`config.mk`:
```
export PLATFORM = sky130hd
export DESIGN_NAME = pipe_chain
export DESIGN_NICKNAME = d
export VERILOG_FILES = /design/src/rtl/pipe_chain_pkg.sv /design/src/rtl/pipe_chain_stage_reg.sv /design/src/rtl/pipe_chain.sv
export SDC_FILE = /design/constraint.sdc
export NUM_CORES = 1
export LEC_CHECK = 0
export ABC_AREA = 1
export BUFFER_PORTS_ARGS = -buffer_cell sky130_fd_sc_hd__buf_4
export CAP_MARGIN = 0
export CORE_UTILIZATION = 40
export DETAILED_ROUTE_END_ITERATION = 10
export PLACE_DENSITY = 0.76
export SETUP_SLACK_MARGIN = 0.2
export SYNTH_ARGS = -nofsm -noshare
export SYNTH_HDL_FRONTEND = slang
export SYNTH_SLANG_ARGS = --single-unit
```
`constraint.sdc`:
```
create_clock -name clock -period 2.5 [get_ports clock]
set_clock_uncertainty 0.05 [all_clocks]
set_input_delay 0.125 -clock clock [delete_from_list [all_inputs] [get_ports clock]]
set_output_delay 0.125 -clock clock [all_outputs]
set_load 0.005 [all_outputs]
```
`src/rtl/pipe_chain_pkg.sv`:
```
// Shared defaults, stage index names and helpers for the elastic pipeline chain.
package pipe_chain_pkg;

    localparam int STAGES_DEF = 5;
    localparam int WIDTH_DEF  = 32;
    localparam int CNT_W_DEF  = 16;

    typedef enum logic [3:0] {
        IF = 4'd0,
        ID = 4'd1,
        EX = 4'd2,
        ME = 4'd3,
        WB = 4'd4
    } stage_idx_e;

    function automatic logic [4:0] popcount16(input logic [15:0] v);
        logic [4:0] n;
        n = '0;
        for (int i = 0; i < 16; i++) begin
            n = n + {4'd0, v[i]};
        end
        return n;
    endfunction

endpackage

```
`src/rtl/pipe_chain_stage_reg.sv`:
```
// One pipeline stage: valid bit plus payload register with load/clear/flush controls.
module pipe_stage_reg #(
    parameter int WIDTH = 32
) (
    input  logic             clock,
    input  logic             reset_0,
    input  logic             load,
    input  logic             clear,
    input  logic             flush,
    input  logic [WIDTH-1:0] d,
    output logic             valid,
    output logic [WIDTH-1:0] data,
    output logic             valid_nxt
);

    // Flush wins over load; clear marks a stage that drained without refill.
    always_comb begin
        valid_nxt = valid;
        if (flush) begin
            valid_nxt = 1'b0;
        end else if (load) begin
            valid_nxt = 1'b1;
        end else if (clear) begin
            valid_nxt = 1'b0;
        end
    end

    always_ff @(posedge clock or negedge reset_0) begin
        if (!reset_0) begin
            valid <= 1'b0;
            data  <= '0;
        end else begin
            valid <= valid_nxt;
            if (load && !flush) begin
                data <= d;
            end
        end
    end

endmodule

```
`src/rtl/pipe_chain.sv`:
```
// Elastic pipeline backbone: STAGES valid+payload registers with per-stage stall/flush
// and valid/ready handshakes at both ends.
module pipe_chain
    import pipe_chain_pkg::*;
#(
    parameter int STAGES = STAGES_DEF,
    parameter int WIDTH  = WIDTH_DEF,
    parameter int CNT_W  = CNT_W_DEF
) (
    input  logic                         clock,
    input  logic                         reset_0,
    input  logic                         in_valid,
    output logic                         in_ready,
    input  logic [WIDTH-1:0]             in_data,
    output logic                         out_valid,
    input  logic                         out_ready,
    output logic [WIDTH-1:0]             out_data,
    input  logic [STAGES-1:0]            stall_req,
    input  logic [STAGES-1:0]            flush_vec,
    output logic [STAGES-1:0]            stage_valid,
    output logic [STAGES*WIDTH-1:0]      stage_data,
    output logic [$clog2(STAGES+1)-1:0]  occupancy,
    output logic [CNT_W-1:0]             retire_cnt
);

    localparam int OCC_W = $clog2(STAGES+1);

    logic [STAGES:0]   rdy;
    logic [STAGES-1:0] adv;
    logic [STAGES-1:0] load;
    logic [STAGES-1:0] clear;
    logic [STAGES-1:0] valid_nxt;
    logic [WIDTH-1:0]  data_q [STAGES];

    // Ready resolves from the consumer backwards so a draining stage can refill same cycle.
    always_comb begin
        rdy   = '0;
        adv   = '0;
        load  = '0;
        clear = '0;
        rdy[STAGES] = out_ready;
        for (int i = STAGES-1; i >= 0; i--) begin
            adv[i] = stage_valid[i] & ~stall_req[i] & rdy[i+1];
            rdy[i] = ~stage_valid[i] | adv[i];
        end
        load[0] = in_valid & rdy[0];
        for (int i = 1; i < STAGES; i++) begin
            load[i] = adv[i-1];
        end
        clear = adv & ~load;
    end

    assign in_ready  = rdy[0];
    assign out_valid = stage_valid[STAGES-1];
    assign out_data  = data_q[STAGES-1];

    for (genvar g = 0; g < STAGES; g++) begin : g_stage
        logic [WIDTH-1:0] d_in;
        if (g == 0) begin : g_head
            assign d_in = in_data;
        end else begin : g_body
            assign d_in = data_q[g-1];
        end

        pipe_stage_reg #(.WIDTH(WIDTH)) u_reg (
            .clock     (clock),
            .reset_0   (reset_0),
            .load      (load[g]),
            .clear     (clear[g]),
            .flush     (flush_vec[g]),
            .d         (d_in),
            .valid     (stage_valid[g]),
            .data      (data_q[g]),
            .valid_nxt (valid_nxt[g])
        );

        assign stage_data[g*WIDTH +: WIDTH] = data_q[g];
    end

    always_ff @(posedge clock or negedge reset_0) begin
        if (!reset_0) begin
            occupancy  <= '0;
            retire_cnt <= '0;
        end else begin
            occupancy <= OCC_W'(popcount16(16'(valid_nxt)));
            if (out_valid && out_ready) begin
                retire_cnt <= retire_cnt + 1'b1;
            end
        end
    end

endmodule

```
# Yosys cells after proc, flatten, opt, wreduce, memory -nomap -nowiden
# Cells that the tools add are included.
[totals]
register_bits = 184
output_inout_bits = 218
[op_classes]
n_addsub = 5
mux = 15
bitwise = 28
reduce_logical = 11
[op_table]
columns = ["cell", "count"]
rows = [
  ["$add 16x1->16 const B", 1],
  ["$mux 1", 15],
  ["$and 1x1->1", 11],
  ["$not 1->1", 10],
  ["$add 3x1->3", 2],
  ["$logic_and 1x1->1", 6],
  ["$and 5x5->5", 1],
  ["$logic_not 1->1", 5],
  ["$not 5->5", 1],
  ["$or 1x1->1", 5],
  ["$add 2x1->3", 1],
  ["$add 1x1->2", 1],
]

# Logic depth before layout (Yosys ltp)
# Gate-level depths: netlist (run 1).
[logic_depth]
depth_word = 22
mapped_depth = 16
depth_no_buf = 15

# Hierarchy
# From an unflattened synthesis (run 1), not the netlist that was laid out.
[hier_totals]
hier_cells = 873
hier_area_um2 = 8376.8
[modules_own_cells]
columns = ["mod", "instances", "cells_each", "area_each_um2", "seq_area_each_um2"]
rows = [
  ["pipe_stage_reg", 5, 144, 1408.9, 825.8],
  ["pipe_chain", 1, 153, 1332.5, 475.5],
]

# Least setup slack after synthesis (run 1)
# Ideal clock, no wire load.
[synth_timing]
path_type = "register -> register"
from = "register g_stage[4].u_reg.valid"
to = "register occupancy[1]"
setup_ns = 0.126
arrival_ns = 2.534
setup_slack_ns = -0.210
path_stages_with_launch = 15
synth_period_minus_slack_ns = 2.710
path_cell_list = "dfrtp_1 > nand2_1 > nand2_1 > nand2_1 > nand2_1 > nand2_2 > nand2_2 > nand2_2 > nand2_4 > nand2_4 > buf_4 > a21oi_1 > fa_1 > fa_1 > ha_1"
[synth_between]
elab_chain_cells = 21
elab_cells_between_ends = 34
classes_between = "4 x add/sub; 15 x mux; 15 x bitwise"
[synth_lines]
columns = ["element", "line", "text"]
rows = [
  ["start, declared", "pipe_chain_stage_reg.sv:11", "output logic valid,"],
  ["start signal, assigned", "pipe_chain_stage_reg.sv:33", "valid <= valid_nxt;"],
  ["$and 1x1->1 (2 in a row)", "pipe_chain.sv:43", "adv[i] = stage_valid[i] & ~stall_req[i] & rdy[i+1];"],
  ["$or 1x1->1 (*)", "pipe_chain.sv:44", "rdy[i] = ~stage_valid[i] | adv[i];"],
  ["$and 1x1->1 (*)", "pipe_chain.sv:43", ""],
  ["$or 1x1->1 (*)", "pipe_chain.sv:44", ""],
  ["$and 1x1->1 (*)", "pipe_chain.sv:43", ""],
  ["$or 1x1->1 (*)", "pipe_chain.sv:44", ""],
  ["$and 1x1->1 (*)", "pipe_chain.sv:43", ""],
  ["$or 1x1->1 (*)", "pipe_chain.sv:44", ""],
  ["[2 not listed]", "n/a", ""],
  ["net in_ready", "pipe_chain.sv:13", "output logic in_ready,"],
  ["[2 not listed]", "n/a", ""],
  ["$and 5x5->5", "pipe_chain.sv:50", "clear = adv & ~load;"],
  ["$mux 1", "pipe_chain_stage_reg.sv:23", "end else if (clear) begin"],
  ["$mux 1 (*)", "pipe_chain_stage_reg.sv:21", "end else if (load) begin"],
  ["$mux 1 (*)", "pipe_chain_stage_reg.sv:19", "if (flush) begin"],
  ["net g_stage[0].u_reg.valid_nxt", "pipe_chain_stage_reg.sv:13", "output logic valid_nxt"],
  ["$add 1x1->2 (*)", "pipe_chain_pkg.sv:20", "n = n + {4'd0, v[i]};"],
  ["$add 2x1->3 (*)", "pipe_chain_pkg.sv:20", ""],
  ["$add 3x1->3 (*) (2 in a row)", "pipe_chain_pkg.sv:20", ""],
  ["end signal, assigned", "pipe_chain.sv:85", "occupancy <= OCC_W'(popcount16(16'(valid_nxt)));"],
  ["end, declared", "pipe_chain.sv:22", "output logic [$clog2(STAGES+1)-1:0] occupancy,"],
]
# The timed path passes the listed nets; every way through them passes the cells marked *.
# A chain may end at the register's enable or synchronous reset.

# Final worst setup path (run 1)
[layout_timing]
from = "register g_stage[3].u_reg.valid"
to = "register occupancy[1]"
[layout_between]
elab_chain_cells = 19
elab_cells_between_ends = 32
classes_between = "4 x add/sub; 15 x mux; 13 x bitwise"
[layout_lines]
columns = ["element", "line"]
rows = [
  ["start, declared", "pipe_chain_stage_reg.sv:11"],
  ["start signal, assigned", "pipe_chain_stage_reg.sv:33"],
  ["$and 1x1->1 (2 in a row)", "pipe_chain.sv:43"],
  ["$or 1x1->1 (*)", "pipe_chain.sv:44"],
  ["$and 1x1->1 (*)", "pipe_chain.sv:43"],
  ["$or 1x1->1 (*)", "pipe_chain.sv:44"],
  ["$and 1x1->1 (*)", "pipe_chain.sv:43"],
  ["$or 1x1->1 (*)", "pipe_chain.sv:44"],
  ["$and 1x1->1 (*)", "pipe_chain.sv:43"],
  ["$or 1x1->1", "pipe_chain.sv:44"],
  ["[2 not listed]", "n/a"],
  ["$and 5x5->5", "pipe_chain.sv:50"],
  ["$mux 1", "pipe_chain_stage_reg.sv:23"],
  ["$mux 1 (*)", "pipe_chain_stage_reg.sv:21"],
  ["$mux 1 (*)", "pipe_chain_stage_reg.sv:19"],
  ["net g_stage[0].u_reg.valid_nxt", "pipe_chain_stage_reg.sv:13"],
  ["$add 1x1->2 (*)", "pipe_chain_pkg.sv:20"],
  ["$add 2x1->3 (*)", "pipe_chain_pkg.sv:20"],
  ["$add 3x1->3 (*) (2 in a row)", "pipe_chain_pkg.sv:20"],
]
# Marks and branches as above.

==> flow_summary.json, run 1 <==
{
  "synth_top_area_share": 0.6123,
  "powerDensity_nw_per_um2": 749.2,
  "crit_buf_inv": 1,
  "fin_nets": 1038,
  "drv_slew": 0,
  "rows": 49,
  "grt_usage": 0.2209,
  "gp_congestion": 0.8153,
  "endpoint_kind": "flop",
  "cts_tree": "yes",
  "rsz0062_at_grt": "yes",
  "hpwl_microns": 13770,
  "antenna_found_initial": 0,
  "clock_latency_ns": 0.43,
  "p_leak_nw": 5.901,
  "cts_max_path_buffers": 2,
  "pin_count": 264,
  "dr.pass1.iters": 10,
  "tightest_slew_ns": 0.6863,
  "hold_end": "g_stage[2].u_reg.valid",
  "yosysWarnings": 0,
  "worstPathMaxFanout": 2,
  "fin_area_sq_um": 11000,
  "overflow": 0,
  "fmax_mhz": 398.9,
  "slowest_stage": "fa_1",
  "cp_top_family": "adder cells",
  "power_mw": 8.241,
  "clock-sinks": 184,
  "place_ws_ns": -0.02173,
  "path_cells": "inv_2, nor2_4, nand2_2, nand2_2, nand2_2, nand2_2, nand2_4, nand2_4, nand2_4, nand2_4, a21oi_4, fa_1, fa_2, ha_4",
  "drc": 15,
  "r2r_cells": 14,
  "core_area_sq_um": 18210,
  "met3_usage": 0.04938,
  "max_slew_margin": 0.5425,
  "fin_ws_ns": -0.007168,
  "fin_crit_ns": 2.507,
  "critPathRequiredTime_ns": 2.82,
  "hold_ws_ns": 0.01126,
  "placed_cell_area_sq_um": 9518,
  "cts_made_buffers": 17,
  "setup_viol": 9,
  "whs_path_depth": 4,
  "layout_commonest_cell": "buf_4",
  "vias_per_cell": 4.877,
  "yosysUniqueCellTypes": 23,
  "dieWidth_microns": 139.1,
  "numPortBuffers": 263,
  "finalCritPeriodShare": 1.003,
  "drive_gt1_frac": 0.4266,
  "clk_pin_slew_ns": 0.07,
  "ys_seq_area_frac": 0.6123,
  "num_vias": 5999,
  "wl_per_cell_microns": 17.77,
  "antenna_left": 0,
  "crit_path_max_incr_delay_ns": 0.46,
  "worstPathArrival_ns": 2.83,
  "htree_levels": 4,
  "netlist_area_sq_um": 7520,
  "synth_top_area_cell": "dfrtp_1",
  "synthTopCellsByArea": "dfrtp_1 (61%), nand2_1 (10%), mux2_2 (9.7%), buf_4 (4.6%), o21ai_0 (4.3%)",
  "drtIter0Drc": 280,
  "grt_pass1_wl_microns": 33040,
  "grt.busiest_layer": "met2",
  "avgSynthCellArea_sq_um": 10.87,
  "wl_microns": 21860,
  "synth_nets": 742,
  "cts-root-buf": "clkbuf_16",
  "grtUsageMet2": 0.3711,
  "min_path_type": "primary input to flop",
  "area_delta_synth_final_pct": 46.29,
  "maxCapViolCount": 0,
  "n_antenna_cell": 0,
  "min_from": "stall_req[1]",
  "use_met1": 0.2747,
  "chipHeight_microns": 139.1,
  "rrSetupSlack_ns": -0.007,
  "failed_checks": "design-rule violations, negative setup slack",
  "postSynthCellCount": 692,
  "die_area_sq_um": 19350,
  "start_util": 0.4130,
  "max-vdd-ir-drop_mv": 0.4547,
  "grt_pass1_vias": 6050,
  "crit_type": "flop to flop",
  "status": "finished, violations left",
  "timing.rr.start": "g_stage[3].u_reg.valid",
  "start_kind": "flop",
  "layout_common_cells": "buf_4 (285), nand2_1 (203), dfrtp_1 (184), o21ai_0 (64), mux2_2 (41)",
  "finalHoldViolations": 0,
  "r2r-end": "occupancy[1]",
  "ys_ff_latch": 184,
  "grt_max_degree": 84
}
## worst max path at each step
stage | start | end | depth (start not counted)
after global placement | g_stage[3].u_reg.valid | occupancy[1] | 14
final | g_stage[3].u_reg.valid | occupancy[1] | 14
after floorplan | g_stage[4].u_reg.valid | occupancy[1] | 14
after detailed placement | g_stage[3].u_reg.valid | occupancy[1] | 14
after global routing | g_stage[4].u_reg.valid | occupancy[1] | 13
after CTS | g_stage[3].u_reg.valid | occupancy[1] | 14
## layout make-up
| cell class | instances | area (sq um) |
|---|---|---|
| Timing Repair Buffer | 346 | 2890 |
| Clock inverter | 14 | 155.1 |
| Tap cell | 229 | 286.5 |
| Inverter | 17 | 63.81 |
| Fill cell | 1476 | 7208 |
| Sequential cell | 184 | 4604 |
| Clock buffer | 18 | 439.2 |
| Multi-Input combinational cell | 422 | 2561 |
## metal layers
layer,part of all wire,vias to the layer above
met1,0.41,2963
li1,-,2813
met5,0,-
met2,0.51,201
met4,0.019,0
met3,0.055,22
## cell families (layout without fill, tap and decap cells)
| kind of cell | after synthesis | after routing | synth area share |
|---|---|---|---|
| flops | 184 | 184 | 0.6123 |
| fa+ha+maj | 4 | 4 | 0.008652 |
| compound gates | 69 | 69 | 0.04592 |
| buf+inv | 87 | 395 | 0.07038 |
| simple gates | 268 | 269 | 0.1479 |
| mux | 65 | 65 | 0.09734 |
| xor+xnor | 15 | 15 | 0.01747 |
## power by group
part	switching [mW]	internal [mW]	total, mW
clock network	1.27	1.45	2.72
logic	0.715	0.922	1.64
registers	0.430	3.45	3.88
## state kept, by name, indices dropped and copies added, names as in the netlist
| name | count |
|---|---|
| occupancy | 3 |
| g_stage.u_reg.valid | 5 |
| g_stage.u_reg.data | 160 |
| retire_cnt | 16 |
## worst min-delay path, stage by stage
cell and delay (ns):
buf_4 0.08, nor2_1 0.07, inv_1 0.06, a21oi_1 0.10
## metrics by stage
step	util	instances	setup TNS [ns]
final	0.6041	1230	-0.03479
after global routing	0.6041	1230	-1.363
after CTS	0.5834	1214	0
after detailed placement	0.5227	1130	-0.02173
after global placement	0.5227	1130	0
after floorplan	-	692	-0.04068
## Yosys cell counts
master / count
ha_1: 2
fa_1: 2
nor3_1: 3
nor3_2: 1
nand2_2: 4
nor2_2: 3
o21ai_0: 64
mux2_2: 65
inv_1: 17
nand3_1: 35
buf_2: 6
nand2_4: 3
clkbuf_1: 15
xor2_1: 10
xnor2_1: 5
nand4_1: 2
nor2_1: 10
nand2_1: 206
buf_6: 3
dfrtp_1: 184
buf_4: 46
nor2_4: 1
a21oi_1: 5
## repair_timing
action | in CTS | in global routing
setup buffers | 11 | 11
hold buffers | 40 | 0
resized for setup | 4 | 43
endpoints found under the hold margin | 116 | 0
cloned | 1 | 5
pin swaps | 7 | 7
setup endpoints to repair | 38 | 97
No activity file was read; power rests on OpenSTA's default activity.
==> run 2: changes to the inputs <==
--- a/config.mk
+++ b/config.mk
@@ -8,9 +8,11 @@
 export ABC_AREA = 1
 export BUFFER_PORTS_ARGS = -buffer_cell sky130_fd_sc_hd__buf_4
 export CAP_MARGIN = 0
-export CORE_UTILIZATION = 40
+export CELL_PAD_IN_SITES_DETAIL_PLACEMENT = 1
+export CELL_PAD_IN_SITES_GLOBAL_PLACEMENT = 2
+export CORE_UTILIZATION = 27
 export DETAILED_ROUTE_END_ITERATION = 10
-export PLACE_DENSITY = 0.76
+export PLACE_DENSITY = 0.82
 export SETUP_SLACK_MARGIN = 0.2
 export SYNTH_ARGS = -nofsm -noshare
 export SYNTH_HDL_FRONTEND = slang
==> flow_summary.json, run 2 (synthesized netlist as in run 1, its figures left out) <==
{
  "status": "finished, final reports clean",
  "grt_pass1_wl_microns": 36440,
  "endpoint_kind": "flop",
  "path_cells": "inv_2, nor2_4, nand2_2, nand2_2, nand2_4, nand2_4, nand2_4, nand2_4, nand2_4, nand2_4, a21oi_4, fa_1, fa_2, ha_4",
  "pin_count": 264,
  "rows": 60,
  "fin_ws_ns": 0.04801,
  "drc": 0,
  "hpwl_microns": 16190,
  "gp_congestion": 0.7824,
  "grt_pass1_vias": 6171,
  "antenna_found_initial": 1,
  "layout_commonest_cell": "buf_4",
  "max_slew_margin": 0.6272,
  "hold_ws_ns": 0.03633,
  "grt_usage": 0.1661,
  "worstPathMaxFanout": 2,
  "start_kind": "flop",
  "wl_microns": 23790,
  "drv_slew": 0,
  "slowest_stage": "fa_1",
  "fin_crit_ns": 2.452,
  "cp_top_family": "adder cells",
  "fin_nets": 1025,
  "layout_common_cells": "buf_4 (285), nand2_1 (203), dfrtp_1 (184), mux2_2 (65), o21ai_0 (64)",
  "max-vdd-ir-drop_mv": 0.4233,
  "finalHoldViolations": 0,
  "cts_made_buffers": 17,
  "critPathRequiredTime_ns": 2.82,
  "core_area_sq_um": 27100,
  "grt_max_degree": 74,
  "finalCritPeriodShare": 0.9808,
  "met3_usage": 0.03180,
  "setup_viol": 0,
  "die_area_sq_um": 28520,
  "p_leak_nw": 5.777,
  "drtIter0Drc": 250,
  "cpMostUsedCell": "nand2_4",
  "cts-root-buf": "clkbuf_16",
  "grtUsageMet2": 0.2754,
  "start_util": 0.2775,
  "antenna_left": 0,
  "cts_tree": "yes",
  "overflow": 0,
  "crit_type": "flop to flop",
  "crit_buf_inv": 1,
  "maxCapViolCount": 0,
  "utilization": 0.4028,
  "tightest_slew_ns": 0.5579,
  "min_path_type": "primary input to flop",
  "top_regs": "g_stage.u_reg.data x160, retire_cnt x16, g_stage.u_reg.valid x5",
  "clock_latency_ns": 0.43,
  "largest_register_ffs": 160,
  "num_vias": 5901,
  "htree_levels": 4,
  "numPortBuffers": 263,
  "dr.pass1.iters": 4,
  "worstPathArrival_ns": 2.77,
  "wl_per_cell_microns": 17.48,
  "fill_cells": 3015,
  "crit_path_max_incr_delay_ns": 0.47,
  "vias_per_cell": 4.336,
  "rsz0062_at_grt": "yes",
  "clock-sinks": 184,
  "dieWidth_microns": 168.9,
  "chipHeight_microns": 168.9,
  "fmax_mhz": 407.8,
  "area_delta_synth_final_pct": 45.17,
  "powerDensity_nw_per_um2": 760.4,
  "cts_max_path_buffers": 2,
  "place_ws_ns": -0.06030,
  "regMostFlops": "g_stage.u_reg.data",
  "use_met1": 0.2199,
  "drive_gt1_frac": 0.4200,
  "grt.busiest_layer": "met2",
  "clk_pin_slew_ns": 0.07
}
run 2: layout make-up:
cell class              count  area, sq um  share of cell area
flip-flops and latches    184         4604              0.4218
clock inverters            14        153.9             0.01410
well taps                 372        465.4             0.04264
repair buffers            332         2679              0.2454
inverters                  17        63.81            0.005845
diodes                      1        2.502           0.0002292
multi-input cells         423         2509              0.2298
clock buffers              18        439.2             0.04023
run 2: power breakdown:
part	leakage, nW	total, mW	internal [mW]	switching [mW]
clock	0.287	2.76	1.45	1.31
sequential	2.45	3.89	3.45	0.441
combinational	3.04	1.65	0.920	0.730
total	5.78	8.30	5.82	2.48
run 2: metrics by stage:
step	TNS, ns	cells	area [sq um]	power [mW]
global route	-0.04172	1361	10920	8.778
detailed placement	-0.06385	1269	9684	5.544
global placement	0	1269	9684	5.502
finish	0	1361	10920	8.301
floorplan	-0.04068	692	7550	4.338
CTS	0	1347	10750	8.394
run 2: tightest hold or removal path: cells and delay by family:
family                 cells  cell delay [ns]
AND/OR/NAND/NOR            1             0.14
buffers and inverters      1             0.12
XOR/XNOR                   1             0.09
run 2: repair_timing:
item                                    CTS  global route
cloned                                    1             2
buffers inserted                          5            11
endpoints found under the hold margin    86             0
resized for setup                         6             9
endpoints found under the setup margin  100            83
pin swaps                                 6             4
hold buffers                             40             0
run 2: worst paths after layout:
path	end	depth (start not counted)	startpoint	slack [ns]
max	occupancy[1]	14	g_stage[3].u_reg.valid	0.05
min	retire_cnt[0]	3	out_ready	0.04
max reg2reg	occupancy[1]	14	g_stage[3].u_reg.valid	0.05
min reg2reg	retire_cnt[15]	1	retire_cnt[15]	0.43
max in group asynchronous	g_stage[0].u_reg.data[29]	3	reset_0	1.49
min in group asynchronous	g_stage[0].u_reg.data[5]	2	reset_0	0.16
run 2: per-layer routing:
layer | vias up | routed length, microns
met5 | - | 0
met4 | 0 | 347
met3 | 20 | 978
met2 | 141 | 11760
met1 | 2957 | 10710
li1 | 2783 | -
==> run 3: changes to the inputs <==
--- a/config.mk
+++ b/config.mk
@@ -10,6 +10,7 @@
 export CAP_MARGIN = 0
 export CELL_PAD_IN_SITES_DETAIL_PLACEMENT = 1
 export CELL_PAD_IN_SITES_GLOBAL_PLACEMENT = 2
+export CORE_MARGIN = 2
 export CORE_UTILIZATION = 27
 export DETAILED_ROUTE_END_ITERATION = 10
 export PLACE_DENSITY = 0.82
==> flow_summary.json, run 3 (synthesized netlist as in run 1, its figures left out) <==
{
  "dieWidth_microns": 170.9,
  "die_area_sq_um": 29200,
  "overflow": 0,
  "n_antenna_cell": 0,
  "regArea_sq_um": 4604,
  "finalHoldViolations": 0,
  "clock_latency_ns": 0.44,
  "num_vias": 5952,
  "fill_cells": 3082,
  "whs_path_depth": 4,
  "pin_count": 264,
  "rows": 61,
  "grt_usage": 0.1639,
  "core_area_sq_um": 27630,
  "critPathRequiredTime_ns": 2.77,
  "fmax_mhz": 393.5,
  "gp_congestion": 0.7578,
  "worstPathMaxFanout": 5,
  "htree_levels": 4,
  "clock-sinks": 184,
  "powerDensity_nw_per_um2": 745.2,
  "cts_made_buffers": 17,
  "antenna_left": 0,
  "finalCritPeriodShare": 1.016,
  "grt_pass1_wl_microns": 36560,
  "place_ws_ns": -0.04699,
  "grt_max_degree": 73,
  "cts_max_path_buffers": 2,
  "worstPathArrival_ns": 2.81,
  "dr.pass1.iters": 4,
  "status": "finished, violations left",
  "r2r_cells": 14,
  "p_leak_nw": 5.843,
  "fin_ws_ns": -0.04123,
  "rsz0062_at_grt": "yes",
  "hpwl_microns": 16620,
  "clk_pin_slew_ns": 0.08,
  "drv_slew": 0,
  "layout_commonest_cell": "buf_4",
  "layout_common_cells": "buf_4 (283), nand2_1 (203), dfrtp_1 (184), o21ai_0 (64), mux2_2 (49)",
  "multi_input_area_sq_um": 2560,
  "fin_crit_ns": 2.541,
  "drc": 0,
  "numPortBuffers": 263,
  "antenna_found_initial": 0,
  "area_delta_synth_final_pct": 47.32,
  "largest_register_ffs": 160,
  "wl_per_cell_microns": 17.97,
  "tightest_slew_ns": 0.6449,
  "max_slew_margin": 0.5701,
  "setup_viol": 12,
  "maxCapViolCount": 0,
  "utilization": 0.4010,
  "top_regs": "g_stage.u_reg.data x160, retire_cnt x16, g_stage.u_reg.valid x5",
  "drtIter0Drc": 297,
  "wl_microns": 24670,
  "grt_pass1_vias": 6229,
  "drive_gt1_frac": 0.4261,
  "cts_tree": "yes",
  "chipHeight_microns": 170.9,
  "fin_nets": 1032,
  "regMostFlops": "g_stage.u_reg.data",
  "cts-root-buf": "clkbuf_16",
  "start_util": 0.2722,
  "vias_per_cell": 4.335,
  "max-vdd-ir-drop_mv": 0.3560,
  "endpoint_kind": "flop",
  "crit_type": "flop to flop",
  "min_path_type": "primary input to flop",
  "start_kind": "flop",
  "failed_checks": "negative setup slack"
}
## run 3: routing by layer
layer  global-route usage  share of wire  wire length (microns)  up-vias
met5                    0              0                      0        -
met4              0.05416          0.019                    463        0
met3              0.02660          0.036                    888       26
met2               0.2885           0.51                  12660      151
met1               0.2048           0.43                  10660     2977
li1                     -              -                      -     2798
## run 3: layout make-up
class                           instances  area share
Timing Repair Buffer                  340      0.2528
Inverter                               17    0.005760
Tap cell                              378     0.04269
Clock inverter                         14     0.01333
Sequential cell                       184      0.4156
Clock buffer                           18     0.03874
Multi-Input combinational cell        422      0.2311
## run 3: where the power goes
group	total [mW]	internal (mW)	switching [mW]
Combinational	1.67	0.935	0.735
Sequential	3.90	3.45	0.447
Clock	2.69	1.34	1.35
Total	8.26	5.73	2.53
## run 3: worst paths after layout
kind | end | from | slack [ns]
setup / recovery | g_stage[3].u_reg.data[11] | g_stage[2].u_reg.valid | -0.04
setup reg to reg | g_stage[3].u_reg.data[11] | g_stage[2].u_reg.valid | -0.04
max in group asynchronous | g_stage[0].u_reg.data[14] | reset_0 | 1.45
hold reg to reg | retire_cnt[15] | retire_cnt[15] | 0.44
min in group asynchronous | g_stage[0].u_reg.data[5] | reset_0 | 0.24
hold / removal | g_stage[2].u_reg.valid | stall_req[1] | 0.004
## run 3: critical path: stages (launching register included)
cell       delay (ns)
dfrtp_1          0.43
inv_1            0.07
nor2_1           0.18
nand2_2          0.12
buf_4            0.15
buf_6            0.10
buf_6            0.10
buf_6            0.10
buf_6            0.10
buf_6            0.10
buf_6            0.11
nor2_4           0.18
buf_6            0.16
clkbuf_16        0.15
mux2_2           0.32
## run 3: timing repair
action,4_1_cts,5_1_grt
buffers inserted,11,8
endpoints found under the hold margin,113,0
hold buffers,39,0
pin swaps,10,8
setup endpoints to repair,68,74
cloned,1,3
resized for setup,7,35
## run 3: stage by stage
| step | instance area (sq um) | power, mW | cells | hold WS [ns] | TNS (ns) |
|---|---|---|---|---|---|
| floorplan | 7550 | 4.338 | 692 | -0.2206 | -0.04068 |
| global placement | 9722 | 5.503 | 1279 | 0.1630 | 0 |
| detailed placement | 9722 | 5.554 | 1279 | 0.1641 | -0.1956 |
| CTS | 10810 | 8.324 | 1362 | 0.002300 | 0 |
| global route | 11080 | 8.708 | 1373 | 0.01357 | -1.834 |
| finish | 11080 | 8.256 | 1373 | 0.003834 | -0.1884 |
